===== src/rtl/sqrt_seg_display_pkg.sv =====
// Shared definitions for the square-root seven-segment display: conversion
// FSM states, segment patterns, blank digit positions and the double-dabble step.
package sqrt_seg_display_pkg;

    typedef enum logic [1:0] {
        ST_IDLE  = 2'd0,
        ST_SHIFT = 2'd1,
        ST_DONE  = 2'd2
    } convState_e;

    // One iteration per bit of the 8-bit radicand
    localparam int DD_ITER = 8;

    // Cathode patterns {g,f,e,d,c,b,a}, active-low; entry 0 is the rightmost
    localparam logic [9:0][6:0] SEG_TABLE = {
        7'b0010000,  // 9
        7'b0000000,  // 8
        7'b1111000,  // 7
        7'b0000010,  // 6
        7'b0010010,  // 5
        7'b0011001,  // 4
        7'b0110000,  // 3
        7'b0100100,  // 2
        7'b1111001,  // 1
        7'b1000000   // 0
    };

    localparam logic [6:0] SEG_BLANK = 7'b1111111;

    // Digits 4,3,2 separate the radicand from the root and are never lit
    localparam logic [7:0] BLANK_MASK = 8'b0001_1100;

    // Digit positions of the lit fields
    localparam logic [2:0] POS_SQRT_UNITS = 3'd0;
    localparam logic [2:0] POS_SQRT_TENS  = 3'd1;
    localparam logic [2:0] POS_A_UNITS    = 3'd5;
    localparam logic [2:0] POS_A_TENS     = 3'd6;
    localparam logic [2:0] POS_A_HUNDREDS = 3'd7;

    // One double-dabble iteration on {bcd[11:0], bin[7:0]}: adjust each BCD
    // nibble that is 5 or more by adding 3, then shift the whole word left.
    function automatic logic [19:0] ddStep(input logic [19:0] v);
        logic [19:0] t;
        t = v;
        for (int n = 0; n < 3; n++) begin
            if (t[8 + 4*n +: 4] >= 4'd5) begin
                t[8 + 4*n +: 4] = t[8 + 4*n +: 4] + 4'd3;
            end
        end
        return {t[18:0], 1'b0};
    endfunction

    // BCD digit to cathode pattern; anything above 9 shows blank
    function automatic logic [6:0] segDecode(input logic [3:0] d);
        logic [6:0] s;
        s = SEG_BLANK;
        if (d <= 4'd9) begin
            s = SEG_TABLE[d];
        end
        return s;
    endfunction

endpackage


===== src/rtl/bin8_to_bcd3.sv =====
// Iterative 8-bit binary to 3-digit BCD converter (double dabble), one
// iteration per clock, with a start/busy/done handshake.
module bin8_to_bcd3
    import sqrt_seg_display_pkg::*;
(
    input  logic        clk,
    input  logic        clr_n,
    input  logic        start_i,
    input  logic [7:0]  din_i,
    output logic        busy_o,
    output logic        done_o,
    output logic [11:0] bcd_o
);

    convState_e  state_q, state_d;
    logic        busy_q, busy_d;
    logic [19:0] shift_q, shift_d;
    logic [2:0]  count_q, count_d;

    // State and datapath registers; reset aborts any conversion in flight
    always_ff @(posedge clk or negedge clr_n) begin
        if (!clr_n) begin
            state_q <= ST_IDLE;
            busy_q  <= 1'b0;
            shift_q <= 20'd0;
            count_q <= 3'd0;
        end else begin
            state_q <= state_d;
            busy_q  <= busy_d;
            shift_q <= shift_d;
            count_q <= count_d;
        end
    end

    // Next-state logic: load on start, eight shift iterations, one done cycle
    always_comb begin
        state_d = state_q;
        busy_d  = busy_q;
        shift_d = shift_q;
        count_d = count_q;
        case (state_q)
            ST_IDLE: begin
                if (start_i) begin
                    shift_d = {12'd0, din_i};
                    count_d = 3'd0;
                    busy_d  = 1'b1;
                    state_d = ST_SHIFT;
                end
            end
            ST_SHIFT: begin
                shift_d = ddStep(shift_q);
                count_d = count_q + 3'd1;
                if (count_q == 3'(DD_ITER - 1)) begin
                    state_d = ST_DONE;
                end
            end
            ST_DONE: begin
                busy_d  = 1'b0;
                state_d = ST_IDLE;
            end
            default: begin
                busy_d  = 1'b0;
                state_d = ST_IDLE;
            end
        endcase
    end

    assign busy_o = busy_q;
    assign done_o = (state_q == ST_DONE);
    assign bcd_o  = shift_q[19:8];

endmodule


===== src/rtl/sqrt_seg_display.sv =====
// Eight-digit multiplexed display of a radicand (digits 7..5) and its square
// root (digits 1..0); the radicand goes through an iterative BCD converter.
module sqrt_seg_display
    import sqrt_seg_display_pkg::*;
#(
    parameter int REFRESH_DIV = 50000
)(
    input  logic       clk,
    input  logic       clr_n,
    input  logic [7:0] a,
    input  logic [3:0] sqrt,
    output logic [7:0] an,
    output logic [6:0] seg,
    output logic       dp,
    output logic       busy
);

    localparam int CW = (REFRESH_DIV > 1) ? $clog2(REFRESH_DIV) : 1;
    localparam logic [CW-1:0] CNT_MAX = CW'(REFRESH_DIV - 1);

    logic [7:0]    snapA_q, snapA_d;
    logic [3:0]    snapSqrt_q, snapSqrt_d;
    logic [11:0]   dispA_q, dispA_d;
    logic [3:0]    dispSqrtTens_q, dispSqrtTens_d;
    logic [3:0]    dispSqrtUnits_q, dispSqrtUnits_d;
    logic [CW-1:0] refreshCnt_q, refreshCnt_d;
    logic [2:0]    digitIdx_q, digitIdx_d;

    logic          convBusy;
    logic          convDone;
    logic [11:0]   convBcd;
    logic          startConv;
    logic [3:0]    sqrtTens;
    logic [3:0]    sqrtUnits;
    logic [3:0]    digitVal;

    bin8_to_bcd3 u_bcd (
        .clk     (clk),
        .clr_n   (clr_n),
        .start_i (startConv),
        .din_i   (a),
        .busy_o  (convBusy),
        .done_o  (convDone),
        .bcd_o   (convBcd)
    );

    // Start a conversion only when the converter is idle and the inputs have
    // moved away from the last snapshot; changes while busy are picked up later
    always_comb begin
        startConv = !convBusy && ({a, sqrt} != {snapA_q, snapSqrt_q});
        snapA_d    = snapA_q;
        snapSqrt_d = snapSqrt_q;
        if (startConv) begin
            snapA_d    = a;
            snapSqrt_d = sqrt;
        end
    end

    // Split the snapshot root (0..15) into decimal tens and units
    always_comb begin
        sqrtTens  = (snapSqrt_q >= 4'd10) ? 4'd1 : 4'd0;
        sqrtUnits = (snapSqrt_q >= 4'd10) ? (snapSqrt_q - 4'd10) : snapSqrt_q;
    end

    // Display registers move only on the converter's done cycle, so a
    // half-shifted result is never shown
    always_comb begin
        dispA_d         = dispA_q;
        dispSqrtTens_d  = dispSqrtTens_q;
        dispSqrtUnits_d = dispSqrtUnits_q;
        if (convDone) begin
            dispA_d         = convBcd;
            dispSqrtTens_d  = sqrtTens;
            dispSqrtUnits_d = sqrtUnits;
        end
    end

    // Free-running scan: each digit stays lit for REFRESH_DIV clocks
    always_comb begin
        refreshCnt_d = refreshCnt_q + 1'b1;
        digitIdx_d   = digitIdx_q;
        if (refreshCnt_q == CNT_MAX) begin
            refreshCnt_d = '0;
            digitIdx_d   = digitIdx_q + 3'd1;
        end
    end

    // All display-side state
    always_ff @(posedge clk or negedge clr_n) begin
        if (!clr_n) begin
            snapA_q         <= 8'd0;
            snapSqrt_q      <= 4'd0;
            dispA_q         <= 12'd0;
            dispSqrtTens_q  <= 4'd0;
            dispSqrtUnits_q <= 4'd0;
            refreshCnt_q    <= '0;
            digitIdx_q      <= 3'd0;
        end else begin
            snapA_q         <= snapA_d;
            snapSqrt_q      <= snapSqrt_d;
            dispA_q         <= dispA_d;
            dispSqrtTens_q  <= dispSqrtTens_d;
            dispSqrtUnits_q <= dispSqrtUnits_d;
            refreshCnt_q    <= refreshCnt_d;
            digitIdx_q      <= digitIdx_d;
        end
    end

    // Select and decode the digit under the current scan index
    always_comb begin
        digitVal = 4'd0;
        case (digitIdx_q)
            POS_SQRT_UNITS: digitVal = dispSqrtUnits_q;
            POS_SQRT_TENS:  digitVal = dispSqrtTens_q;
            POS_A_UNITS:    digitVal = dispA_q[3:0];
            POS_A_TENS:     digitVal = dispA_q[7:4];
            POS_A_HUNDREDS: digitVal = dispA_q[11:8];
            default:        digitVal = 4'd0;
        endcase
        if (BLANK_MASK[digitIdx_q]) begin
            an  = 8'hFF;
            seg = SEG_BLANK;
        end else begin
            an  = ~(8'h01 << digitIdx_q);
            seg = segDecode(digitVal);
        end
    end

    assign dp   = 1'b1;
    assign busy = convBusy;

endmodule


===== config.mk =====
export PLATFORM = sky130hd
export DESIGN_NAME = sqrt_seg_display
export DESIGN_NICKNAME = d
export VERILOG_FILES = /design/src/rtl/sqrt_seg_display_pkg.sv /design/src/rtl/bin8_to_bcd3.sv /design/src/rtl/sqrt_seg_display.sv
export SDC_FILE = /design/constraint.sdc
export NUM_CORES = 1
export LEC_CHECK = 0
export ABC_AREA = 0
export CORE_MARGIN = 4
export CORE_UTILIZATION = 40
export DETAILED_ROUTE_END_ITERATION = 8
export GPL_TIMING_DRIVEN = 1
export SETUP_SLACK_MARGIN = 0.5
export SLEW_MARGIN = 20
export SYNTH_ARGS = -nofsm -noshare
export SYNTH_HDL_FRONTEND = slang
export SYNTH_SLANG_ARGS = --single-unit

===== constraint.sdc =====
create_clock -name clk -period 2.91 [get_ports clk]
set_clock_uncertainty 0.1 [all_clocks]
set_input_delay 0.582 -clock clk [delete_from_list [all_inputs] [get_ports clk]]
set_output_delay 0.582 -clock clk [all_outputs]
set_load 0.05 [all_outputs]

# Word-level counts from Yosys, hierarchy flattened

Memory sizes are Yosys's and may differ from the RTL's.
Cells that the tools add are included.

Output and inout port bits: 17
Logic and storage cells: 70
Latch bits: 0
Bits in registers: 77
Bits in writable memories: 0
Input bits: 14
ROM bits: 120
Memories: 2

Memories:

| memory          | words | width | read ports | clocked after Yosys merged registers in | wr ports | line                       | RTL |
|---|---|---|---|---|---|---|---|
| (no name shown) | 16    | 7     | 1          | 0                                       | 0        | sqrt_seg_display_pkg.sv:58 | `s = SEG_TABLE[d];` |
| (no name shown) | 8     | 1     | 1          | 0                                       | 0        | sqrt_seg_display.sv:120    | `if (BLANK_MASK[digitIdx_q]) begin` |

Reductions and logical operators: 8
Eq/ne operators: 11
Magnitude comparators: 7
Add/sub/neg operators: 7
Shift-type cells: 1
Muxes and demuxes: 21
Div/mod/pow operators: 0
$mul: 0
Bitwise logic cells: 2

Operators with widths:

| operator                                                                      | count |
|---|---|
| 20-bit one-hot mux with 2 select lines                                        | 1 |
| 7-bit two-way mux                                                             | 3 |
| 20-bit two-way mux                                                            | 1 |
| 4-bit one-hot mux with 5 select lines                                         | 1 |
| 16-bit by 1-bit adder with 16-bit output (second input constant)              | 1 |
| 16-bit equality test (second input constant)                                  | 1 |
| 16-bit two-way mux                                                            | 1 |
| 3-bit equality test (second input constant)                                   | 4 |
| 4-bit by 3-bit >= comparator with 1-bit output (second input constant)        | 3 |
| 4-bit two-way mux                                                             | 3 |
| 12-bit inequality test                                                        | 1 |
| 4-bit by 2-bit adder with 4-bit output (second input constant)                | 2 |
| 8-bit two-way mux                                                             | 1 |
| 8-bit NOT                                                                     | 1 |
| 1-bit by 3-bit << shifter with 8-bit output (first input constant)            | 1 |
| 3-bit by 1-bit adder with 3-bit output (second input constant)                | 2 |
| 3-bit two-way mux                                                             | 2 |
| 3-bit one-hot mux with 2 select lines                                         | 1 |
| 2-bit AND reduction                                                           | 3 |
| 4-bit by 5-bit less-than comparator with 1-bit output (second input constant) | 1 |
| 4-bit >= comparator (second input constant)                                   | 1 |
| 4-bit <= comparator (second input constant)                                   | 1 |
| 3-bit by 4-bit less-than comparator with 1-bit output (second input constant) | 1 |
| 2-bit two-way mux                                                             | 2 |
| 16 further kinds                                                              | 18 |

# Depth between registers and ports, before layout

Depth in word-level cells: 6
Depth in mapped cells: 10

# By module

A second synthesis with hierarchy kept.

Cells, all modules: 385
Area total of the unflattened synthesis: 4225.3 um2

Modules (own cells, without submodules):

| module           | instances | area an instance (um2) | cells an instance | sequential area each (um2) |
|---|---|---|---|---|
| sqrt_seg_display | 1         | 2695.1                 | 238               | 1201.2 |
| bin8_to_bcd3     | 1         | 1530.2                 | 147               | 650.6 |

# Worst setup path before layout

Ideal clock, no wire load.

Path kind: reg2out
Start point: register digitIdx_q[0]
End point: output port seg[0]
Required time: 2.228 ns
Arrival: 2.665 ns
Path buffers: 0
Cell stages (with the launch flop): 11
Slack: -0.437 ns
Cells stage by stage: dfrtp_1 > inv_1 > ha_1 > nor2b_4 > a211oi_4 > a21o_1 > inv_1 > ha_1 > o21a_1 > o31ai_2 > a221o_1

Word-level cells in the longest chain between the ends: 6
Elaborated cells on any way between the ends: 13
Classes of those cells: order compare (1); eq/ne (4); mux (5); reduce/logical (1); memory (2)

RTL lines:

| what                                        | line                       | RTL |
|---|---|---|
| start, declared                             | sqrt_seg_display.sv:27     | `logic [2:0] digitIdx_q, digitIdx_d;` |
| start signal, assigned                      | sqrt_seg_display.sv:105    | `digitIdx_q <= digitIdx_d;` |
| 3-bit equality test (tied with other cells) | sqrt_seg_display.sv:112    | `case (digitIdx_q)` |
| 4-bit one-hot mux with 5 select lines       | sqrt_seg_display.sv:112    |  |
| memory read 16 x 7 bit                      | --                         |  |
| 7-bit two-way mux (implied by the code)     | sqrt_seg_display_pkg.sv:58 |  |
| 7-bit two-way mux                           | sqrt_seg_display_pkg.sv:57 | `if (d <= 4'd9) begin` |
| 7-bit two-way mux *                         | sqrt_seg_display.sv:120    |  |
| end, declared                               | sqrt_seg_display.sv:13     | `output logic [6:0] seg,` |

Mark *: on every way between the ends. The rest lies on a longest branch, timed or not. The select of a mux whose other input is x is not followed.

# Worst setup path after layout

Start point: register digitIdx_q[1]
End point: output port seg[0]

Same word-level chain as after synthesis.

==> results.cfg <==
[clock_network]
clk_pin_slew_ps = 80
clock_path_buffers = 2
tritoncts = done
cts_inserted_buffers = 9
clockRootBuffer = clkbuf_8
htree_num_levels = 3
clk_latency_ps = 350
numClockSinks = 74
ctsHoldBuffers = 0

[timing]
hold_ws_ps = 181
slew_viol_final = 0
worstMarginPinSlew_ps = 865
layout_setup_ws_ps = -503
finalHoldViolations = 0
fmax_ghz = 0.293
fin_crit_ps = 3410
finalCritPeriodShare_pct = 117
slew_headroom_pct = 42.2
setup_viol = 7
rsz0062_at_grt = true

[layout]
finalNonFillerCells = 561
multi_input_comb_area_mm2 = 0.00201
fin_nets = 462
diodes = 0
drive_gt1_share_pct = 30.3
n_fill_cell = 837
fin_area_mm2 = 0.00499
syn2layout_area_growth_pct = 29.1
regArea_mm2 = 0.00185

[setup_path]
cp-start-kind = flip-flop
crit_required_ps = 2230
arrival_ps = 2730
path_max_fanout = 7
crit_path_end_kind = output port
max_stage_delay_ps = 460
crit_family = compound AO/OA/AOI/OAI gates
path_cells = inv_4 > ha_4 > a221o_2 > o21ai_2 > a21o_1 > buf_6 > ha_4 > o21a_1 > o31ai_4 > buf_6 > a221o_2 > buf_12
path_class = reg -> out
slowest_stage = dfrtp_2
path_buf_inv = 4

[synth]
yosysWarnings = 0
netlist_area_mm2 = 0.00387
synthFlopType = dfrtp_1
synth.distinct_cells = 44
yosys-top-cells-area = dfrtp_1, ha_1, mux2_2
ys_seq_area_share_pct = 47.9
synth.area.mux_share_pct = 7.73
synth_top_area_share_pct = 47.9
synthSimpleGateAreaFrac_pct = 11.8
synthAdderAreaFrac_pct = 6.80
avgSynthCellArea_um2 = 10.8
synth_top_family_by_area = compound AO/OA/AOI/OAI gates
synth-seq-cells = 74
synth_edf_count = 0
synthCells = 359
synth_xor_area_share_pct = 7.25
synth_compound_area_share_pct = 14.1
synthArstFlopShare_pct = 100
synth_top_cell_by_area = dfrtp_1

[placed_design]
hpwl_mm = 5.66
placement.io_buffers = 28
dp_worst_setup_slack_ps = -268
post_dp_cell_area_mm2 = 0.00461
dp.cells = 537
place_congestion = 0.765

[floorplanning]
fp.dieW_um = 106
core_mm2 = 0.00933
pin_count = 31
die_area_mm2 = 0.0113
row_count = 35
die_y_um = 106
start_util_pct = 41.4

[global_route]
grt_max_degree = 45
grt_antenna_before_repair = 0
grt_pass1_wl_mm = 14.1
grt_use_total_pct = 15.6
grt-ovfl-total = 0
first_global_vias = 2893

[route]
totalWireLength_mm = 8.15
antenna_left = 0
vias = 2853
vias_per_cell = 5.09
first_pass_iters = 4
drc = 0
drtIter0Drc = 96
avgRoutedWirePerCell_um = 14.5

[status]
violations = setup timing
status = complete, but fails checks

[power]
worst_ir_drop_vdd_mv = 0.510
totalPowerFinal_mw = 4.74
p_per_area_mw_per_mm2 = 950
p_leak_nw = 2.30

[hold_path]
hold_path.class = in -> async

[flow_run]
drv_cap = 0
flip-flops by register name, indices dropped and copies added, names as in the netlist:
register	count
refreshCnt_q	16
dispA_q	12
digitIdx_q	3
u_bcd.state_q	2
dispSqrtUnits_q	4
snapSqrt_q	4
u_bcd.count_q	3
u_bcd.busy_o	1
dispSqrtTens_q	1
u_bcd.shift_q	20
snapA_q	8
per-stage QoR:
step | util [%] | setup TNS [ps]
floorplan | - | -1440
finish | 53.5 | -3230
detailed placement | 49.4 | -1760
CTS | 53.6 | -3220
global route | 53.5 | -4020
global placement | 49.4 | -1350
synth_stat cells (2+ instances only):
library cell and count:
a222oi_1 2, xnor2_1 20, mux2_2 23, mux2i_1 4, and2_1 2, a21oi_1 5, nor2_1 23, a21o_1 8
a211o_1 3, o31ai_1 5, o21ai_0 14, buf_1 2, a21o_2 3, buf_4 3, nand4_1 5, buf_2 4
ha_1 21, a221oi_1 7, nand2b_1 5, inv_1 25, clkbuf_1 6, nor3_1 6, a22o_1 11, nand3_1 12
dfrtp_1 74, xor2_1 12, nor4_1 8, a211oi_1 2, and3_1 3, nand2_1 25, a22o_2 2, a221o_1 2
worst paths after layout:
check	from	to	slack [ps]	depth (start not counted)
worst max-delay path	digitIdx_q[1]$_DFFE_PN0N_	seg[0]	-500	12
worst min-delay path	clr_n	dispSqrtTens_q[0]$_DFFE_PN0N_	180	1
worst max register to register	u_bcd.state_q[0]$_DFFE_PN0P_	dispA_q[10]$_DFFE_PN0N_	780	3
worst min register to register	refreshCnt_q[0]$_DFF_PN0_	refreshCnt_q[0]$_DFF_PN0_	390	1
max in group asynchronous	clr_n	refreshCnt_q[7]$_DFF_PN0_	1840	2
min in group clk	refreshCnt_q[0]$_DFF_PN0_	refreshCnt_q[0]$_DFF_PN0_	390	1
report_power, final:
part / switching (mW) / total, mW / internal (mW)
Combinational: 1.10 / 2.28 / 1.18
Clock: 0.398 / 0.792 / 0.394
Sequential: 0.306 / 1.67 / 1.36
kinds of logic (layout without fill, tap and decap cells):
family / after synthesis / in the layout
other cells: 1 / 2
simple gates: 94 / 94
flops: 74 / 74
buf+inv: 40 / 112
compound gates: 70 / 70
fa+ha+maj: 21 / 21
xor+xnor: 32 / 32
mux: 27 / 27
layout make-up:
class | count | area share [%]
sequential | 74 | 37.2
tap | 129 | 3.23
inverter | 25 | 1.98
multi-input combinational | 246 | 40.3
clock inverter | 7 | 1.38
timing repair buffer | 71 | 13.5
clock buffer | 9 | 2.48
placed cells by master, fill, tap and decap left out, types with 7 or more instances in the layout:
cell	count
dfrtp_1	72
buf_4	38
nand2_1	25
nor2_1	23
mux2_2	23
inv_1	22
xnor2_1	20
o21ai_0	13
ha_1	13
clkdlybuf4s50_1	13
nand3_1	12
xor2_1	12
a22o_1	11
clkbuf_8	9
a21o_1	8
nor4_1	8
buf_12	8
ha_4	7
routing by layer:
metal | vias to the layer above | global-route usage, % | routed length [µm]
li1 | 1392 | - | -
met1 | 1395 | 20.5 | 3730
met2 | 48 | 25.0 | 3850
met3 | 18 | 3.10 | 320
met4 | 0 | 6.38 | 246
met5 | - | 0 | 0
repair_timing:
item                                   in CTS  in global routing
endpoints found under the hold margin       0                  0
gates resized for setup                    58                 13
cloned                                      0                  0
pin swaps                                  13                  7
buffers inserted                            7                  1
setup endpoints to repair                  14                 14
Note: power is estimated with default switching activity, not from simulation.
